==> config.mk <==
export PLATFORM = sky130hd
export DESIGN_NAME = wbu_writeback_stage
export DESIGN_NICKNAME = d
export VERILOG_FILES = /design/src/rtl/wbu_writeback_stage_pkg.sv /design/src/rtl/wbu_load_align.sv /design/src/rtl/wbu_writeback_stage.sv
export SDC_FILE = /design/constraint.sdc
export NUM_CORES = 1
export LEC_CHECK = 0
export CAP_MARGIN = 20
export CORE_MARGIN = 4
export CORE_UTILIZATION = 25
export DETAILED_ROUTE_END_ITERATION = 8
export GPL_TIMING_DRIVEN = 0
export PLACE_DENSITY_LB_ADDON = 0.25
export SLEW_MARGIN = 5
export SYNTH_ARGS = -nofsm -noshare
export SYNTH_HDL_FRONTEND = slang
export SYNTH_HIERARCHICAL = 1
export SYNTH_SLANG_ARGS = --single-unit
==> constraint.sdc <==
create_clock -name clk -period 4.49 [get_ports clk]
set_input_delay 1.1225 -clock clk [delete_from_list [all_inputs] [get_ports clk]]
set_output_delay 1.1225 -clock clk [all_outputs]
set_load 0.005 [all_outputs]
==> src/rtl/wbu_writeback_stage_pkg.sv <==
// Shared types for the writeback stage: source select, load funct3 codes, state and payload.
// No logic; imported by wbu_writeback_stage and wbu_load_align.
package wbu_writeback_stage_pkg;

   localparam int BITS_W_DEF = 64;
   localparam int GPR_W_DEF  = 5;

   typedef enum logic [1:0] {
      WB_ALU  = 2'd0,
      WB_LOAD = 2'd1,
      WB_PC4  = 2'd2,
      WB_CSR  = 2'd3
   } wb_sel_e;

   localparam logic [2:0] LB  = 3'b000;
   localparam logic [2:0] LH  = 3'b001;
   localparam logic [2:0] LW  = 3'b010;
   localparam logic [2:0] LD  = 3'b011;
   localparam logic [2:0] LBU = 3'b100;
   localparam logic [2:0] LHU = 3'b101;
   localparam logic [2:0] LWU = 3'b110;

   typedef enum logic {
      RUN  = 1'b0,
      HALT = 1'b1
   } wbu_state_e;

   typedef struct packed {
      logic [63:0] pc;
      logic [4:0]  rd;
      logic        reg_wen;
      wb_sel_e     wb_sel;
      logic [63:0] alu;
      logic [63:0] raw;
      logic [2:0]  funct3;
      logic [63:0] csr;
   } wb_payload_t;

endpackage

==> src/rtl/wbu_load_align.sv <==
// Load extraction from an aligned doubleword; purely combinational (0 cycles), no flow control.
// Address bits below the access size are ignored; unknown funct3 yields 0.
module wbu_load_align
   import wbu_writeback_stage_pkg::*;
(
   input  logic [63:0] i_raw,
   input  logic [2:0]  i_off,
   input  logic [2:0]  i_funct3,
   output logic [63:0] o_data
);

   logic [7:0]  w_byte;
   logic [15:0] w_half;
   logic [31:0] w_word;

   assign w_byte = i_raw[{i_off, 3'b000} +: 8];
   assign w_half = i_raw[{i_off[2:1], 4'b0000} +: 16];
   assign w_word = i_raw[{i_off[2], 5'b00000} +: 32];

   always_comb begin
      o_data = '0;
      case (i_funct3)
         LB:      o_data = {{56{w_byte[7]}}, w_byte};
         LH:      o_data = {{48{w_half[15]}}, w_half};
         LW:      o_data = {{32{w_word[31]}}, w_word};
         LD:      o_data = i_raw;
         LBU:     o_data = {56'd0, w_byte};
         LHU:     o_data = {48'd0, w_half};
         LWU:     o_data = {32'd0, w_word};
         default: o_data = '0;
      endcase
   end

endmodule

==> src/rtl/wbu_writeback_stage.sv <==
// Writeback stage: registers the MEM result, drives the GPR write port for one cycle, counts retires.
// Latency 1 cycle, full throughput; WBU_ready drops permanently (until reset) after an ebreak transfer.
module wbu_writeback_stage
   import wbu_writeback_stage_pkg::*;
#(
   parameter int BITS_W = BITS_W_DEF,
   parameter int GPR_W  = GPR_W_DEF
) (
   input  logic              clk,
   input  logic              rst,
   input  logic              MEM_valid,
   output logic              WBU_ready,
   input  logic [BITS_W-1:0] MEM_pc,
   input  logic [GPR_W-1:0]  MEM_rd,
   input  logic              MEM_reg_wen,
   input  logic [1:0]        MEM_wb_sel,
   input  logic [BITS_W-1:0] MEM_alu_res,
   input  logic [BITS_W-1:0] MEM_load_raw,
   input  logic [2:0]        MEM_funct3,
   input  logic [BITS_W-1:0] MEM_csr_rdata,
   input  logic              MEM_ebreak,
   output logic              RegWr,
   output logic [GPR_W-1:0]  WBU_rd,
   output logic [BITS_W-1:0] rf_busW,
   output logic              WBU_commit,
   output logic [BITS_W-1:0] WBU_pc,
   output logic [63:0]       retire_cnt,
   output logic              halted
);

   logic        r_valid;
   wbu_state_e  r_state;
   wb_payload_t r_pl;
   logic [63:0] r_retire_cnt;

   logic        w_xfer;
   logic [63:0] w_load_data;

   assign WBU_ready = (r_state == RUN);
   assign w_xfer    = MEM_valid & WBU_ready;

   always_ff @(posedge clk or negedge rst) begin
      if (!rst) begin
         r_valid      <= 1'b0;
         r_state      <= RUN;
         r_pl         <= '0;
         r_retire_cnt <= '0;
      end else begin
         r_valid <= w_xfer;
         if (w_xfer) begin
            r_pl.pc      <= MEM_pc;
            r_pl.rd      <= MEM_rd;
            r_pl.reg_wen <= MEM_reg_wen;
            r_pl.wb_sel  <= wb_sel_e'(MEM_wb_sel);
            r_pl.alu     <= MEM_alu_res;
            r_pl.raw     <= MEM_load_raw;
            r_pl.funct3  <= MEM_funct3;
            r_pl.csr     <= MEM_csr_rdata;
            // The ebreak itself still commits next cycle; only later instructions are refused.
            if (MEM_ebreak) begin
               r_state <= HALT;
            end
         end
         if (r_valid) begin
            r_retire_cnt <= r_retire_cnt + 64'd1;
         end
      end
   end

   wbu_load_align u_load_align (
      .i_raw    (r_pl.raw),
      .i_off    (r_pl.alu[2:0]),
      .i_funct3 (r_pl.funct3),
      .o_data   (w_load_data)
   );

   always_comb begin
      rf_busW = r_pl.alu;
      case (r_pl.wb_sel)
         WB_ALU:  rf_busW = r_pl.alu;
         WB_LOAD: rf_busW = w_load_data;
         WB_PC4:  rf_busW = r_pl.pc + 64'd4;
         WB_CSR:  rf_busW = r_pl.csr;
         default: rf_busW = r_pl.alu;
      endcase
   end

   // x0 writes are dropped here so the register file never needs to special-case them.
   assign RegWr      = r_valid & r_pl.reg_wen & (r_pl.rd != '0);
   assign WBU_rd     = r_pl.rd;
   assign WBU_commit = r_valid;
   assign WBU_pc     = r_pl.pc;
   assign retire_cnt = r_retire_cnt;
   assign halted     = (r_state == HALT);

endmodule

==> metrics.txt <==
Fmax 222 MHz; critical path peak fanout 6; Synth area leaders dfrtp_1 47%, mux2_2 17%, mux4_2 8.8%; Static Leak around 11 nW; Finished Cell Area between 20,000 and 30,000 um2; global-route wire length before repair 109,000 um; syn avg cell area between 10 and 15 um2; Fin. Hold Viols 0; total CTS buffers between 40 and 50; Remaining DRCs 0; Final WS setup -0.0114 ns; Mapped Area about 18,000 um2; RSZ-0062 raised after global routing true; CTS tree built; largest net degree at the start of global routing ~110; post-synthesis mux area share a little over a quarter; Remaining Overflow, GRT 0; Placer Congestion between 0.8 and 0.9; via count between 10,000 and 15,000; Max Slew Vio Count 0; Primary FF master, synth dfrtp_1; internal power around 0.006 W; Slew HR between 20% and 30%; IO buf count about 470; Slew @ Worst Pin ~1.1 ns; Root Driver clkbuf_16; failing checks negative setup slack; Synth area leader dfrtp_1; synth unique cells 63; peak supply drop ~0.25 mV; crit share post-route 100%; initial drt markers 972; Worst Hold Class reg2reg; Post-Synth XOR/XNOR Area 5.87%; worst skew pair latency ~0.56 ns; Placed Area approximately 24,000 um2; nets roughly 2,300; Clock Pin Slew Worst Setup and Hold Paths about 0.060 ns; Comb power frac between 15 and 20%; CTS H-Tree Depth 2; simple-gate area share of the yosys netlist approximately a tenth; vias in the first global route between 10,000 and 15,000; power share of the sequential group about two fifths; worst hold stages 1; die width around 270 um; HPWL Detailed approximately 60,000 um; Avg WL per Cell between 20 and 30 um; R2R depth 6; post-synth top area share 46.9%; WHS 0.466 ns; max cap viols 0; sequential share of the synthesized area between 40 and 50%; Synth Area in Adders less than 1%; CTS Hold Bufs 0; Initial DRT Pass Iterations 5; initial core utilization between 20% and 30%; count of final setup violators 2; remaining antenna violation count 0; layout filler cell count 6,851; Die H roughly 270 um; EDFF count, synth 0; fraction of the mapped netlist area in compound gates under 10%; Die Area 75,400 um2; row cnt 97; Post-Route WL 78,300 um; switching pwr 0.00207 W; Final min period between 4 and 5 ns; Cells after Synth approximately 1,500; Layout Skew around 0.021 ns; Yosys reg bits about 330; ys async rst share 100%; switching part of the total 25.6%; clock group share of total power between 40% and 50%; power per cell area 309 nW/um2; maximum clock path buffer count 3; area of the core about 70,000 um2; initial antenna violation count 9; share of cells above drive strength 1 roughly 34%; crit path capture type output pin; IO Pins around 470; Layout area overhead 47.1%; post-layout util 37.2%; total nets after synthesis between 1,500 and 2,000; main combinational cell family by area after synthesis multiplexers; Total GRT Usage between 20 and 25%; Worst EP arrival 3.38 ns; Clock Sinks between 300 and 400; run status complete, but fails checks; CP Launch Type register; DR vias/cell slightly below 5; Yosys Warn Count 6; worst endpoint required time 3.37 ns; kind of critical path reg2out
flip-flops by register name (all words and copies together) (netlist names):
signal / count
WBU_commit: 1
halted: 1
r_pl: 198
WBU_pc: 64
WBU_rd: 5
retire_cnt: 64
routing by layer:
metal / up-vias / wire (um) / GRT usage, %
met2: 544 / 37300 / 33.3
met3: 101 / 5200 / 4.65
met5: - / 35 / 0
met4: 6 / 1930 / 4.96
met1: 7465 / 33800 / 26.9
li1: 6402 / - / -
kinds of logic (layout without fill, tap and decap cells):
group | count (synthesis) | in the layout
other | 0 | 5
XOR/XNOR | 119 | 119
flip-flops | 333 | 333
AND/OR/NAND/NOR | 341 | 341
multiplexers | 366 | 366
adder cells (fa/ha/maj) | 3 | 3
buffers and inverters | 166 | 779
AO/OA/AOI/OAI | 128 | 128
worst paths after layout:
kind,startpoint,endpoint,slack [ns]
max in group asynchronous,rst,r_pl[189],2.76
setup reg to reg,halted,WBU_pc[2],1.50
hold / removal,retire_cnt[63],retire_cnt[63],0.47
setup / recovery,WBU_pc[21],rf_busW[63],-0.01
min in group asynchronous,rst,WBU_pc[33],0.48
hold reg to reg,retire_cnt[63],retire_cnt[63],0.47
worst max-delay path, cell delays in order, from the launching register on:
cell and delay [ns]:
dfrtp_2 0.41, nand4_1 0.16, or4_4 0.52, or4_4 0.61, buf_6 0.18, nor3_4 0.15, xor2_2 0.11, mux4_2 0.53
buf_2 0.16
Yosys cell counts (3+ instances only):
| library cell | n |
|---|---|
| o211ai_1 | 9 |
| o21ai_0 | 23 |
| buf_6 | 3 |
| nor4_1 | 11 |
| a21oi_1 | 52 |
| buf_1 | 7 |
| mux4_2 | 69 |
| a221o_1 | 15 |
| clkbuf_1 | 62 |
| dfrtp_1 | 333 |
| buf_2 | 8 |
| nor3b_1 | 3 |
| and2_1 | 8 |
| nand2_1 | 103 |
| mux2i_1 | 24 |
| inv_1 | 17 |
| a22oi_1 | 9 |
| and4_1 | 9 |
| nor3_1 | 20 |
| mux2_2 | 273 |
| ha_1 | 3 |
| nor2b_1 | 7 |
| nand4_1 | 35 |
| and3_1 | 14 |
| or2_2 | 5 |
| xor2_1 | 41 |
| nand3_1 | 47 |
| buf_4 | 69 |
| nor2_1 | 57 |
| nand2b_1 | 4 |
| xnor2_1 | 78 |
cells in the final DEF, fill, tap and decap left out, types with 30 or more instances in the layout:
| cell | synthesis | layout |
|---|---|---|
| buf_4 | 69 | 126 |
| nand4_1 | 35 | 35 |
| mux2_2 | 273 | 271 |
| dfrtp_1 | 333 | 303 |
| clkbuf_16 | 0 | 43 |
| xor2_1 | 41 | 38 |
| mux4_2 | 69 | 69 |
| nand2_1 | 103 | 99 |
| clkbuf_1 | 62 | 58 |
| nor2_1 | 57 | 53 |
| xnor2_1 | 78 | 75 |
| dfrtp_2 | 0 | 30 |
| clkdlybuf4s50_1 | 0 | 421 |
| nand3_1 | 47 | 42 |
| a21oi_1 | 52 | 35 |
what timing repair did:
item                                    4_1_cts  5_1_grt
resized for setup                           219       64
setup buffers                                50       10
pin swaps                                    17       12
endpoints found under the setup margin       64       46
cloned                                        1        0
per-stage QoR:
| step | setup WS (ns) | cells | power (W) | TNS, ns |
|---|---|---|---|---|
| floorplan | 0.894 | 1456 | 0.00373 | 0 |
| global placement | -13.25 | 2867 | 0.00451 | -4414.37 |
| detailed placement | -0.573 | 2877 | 0.00453 | -3.46 |
| CTS | -0.166 | 3000 | 0.00819 | -0.357 |
| global route | -0.118 | 3012 | 0.00839 | -0.399 |
| finish | -0.0114 | 3014 | 0.00808 | -0.0122 |
power by group through the flow:
stage,Sequential (W),Clock [W],Combinational [W]
floorplan,0.00326,0,0.000472
global placement,0.00333,0,0.00118
detailed placement,0.00333,0,0.00120
CTS,0.00327,0.00366,0.00125
global route,0.00329,0.00378,0.00133
finish,0.00328,0.00355,0.00124
area by class of cell:
type                            count  area [um2]  area share (%)
Clock buffer                       70        1350            5.16
Multi-Input combinational cell    957        8880            34.0
Sequential cell                   333        8370            32.0
Antenna cell                        5        12.5          0.0479
Buffer                            144         893            3.42
Timing Repair Buffer              541        5260            20.1
Clock inverter                      7         114           0.436
Inverter                           17        63.8           0.244
Tap cell                          940        1180            4.50
(Power assumes the default switching activity.)
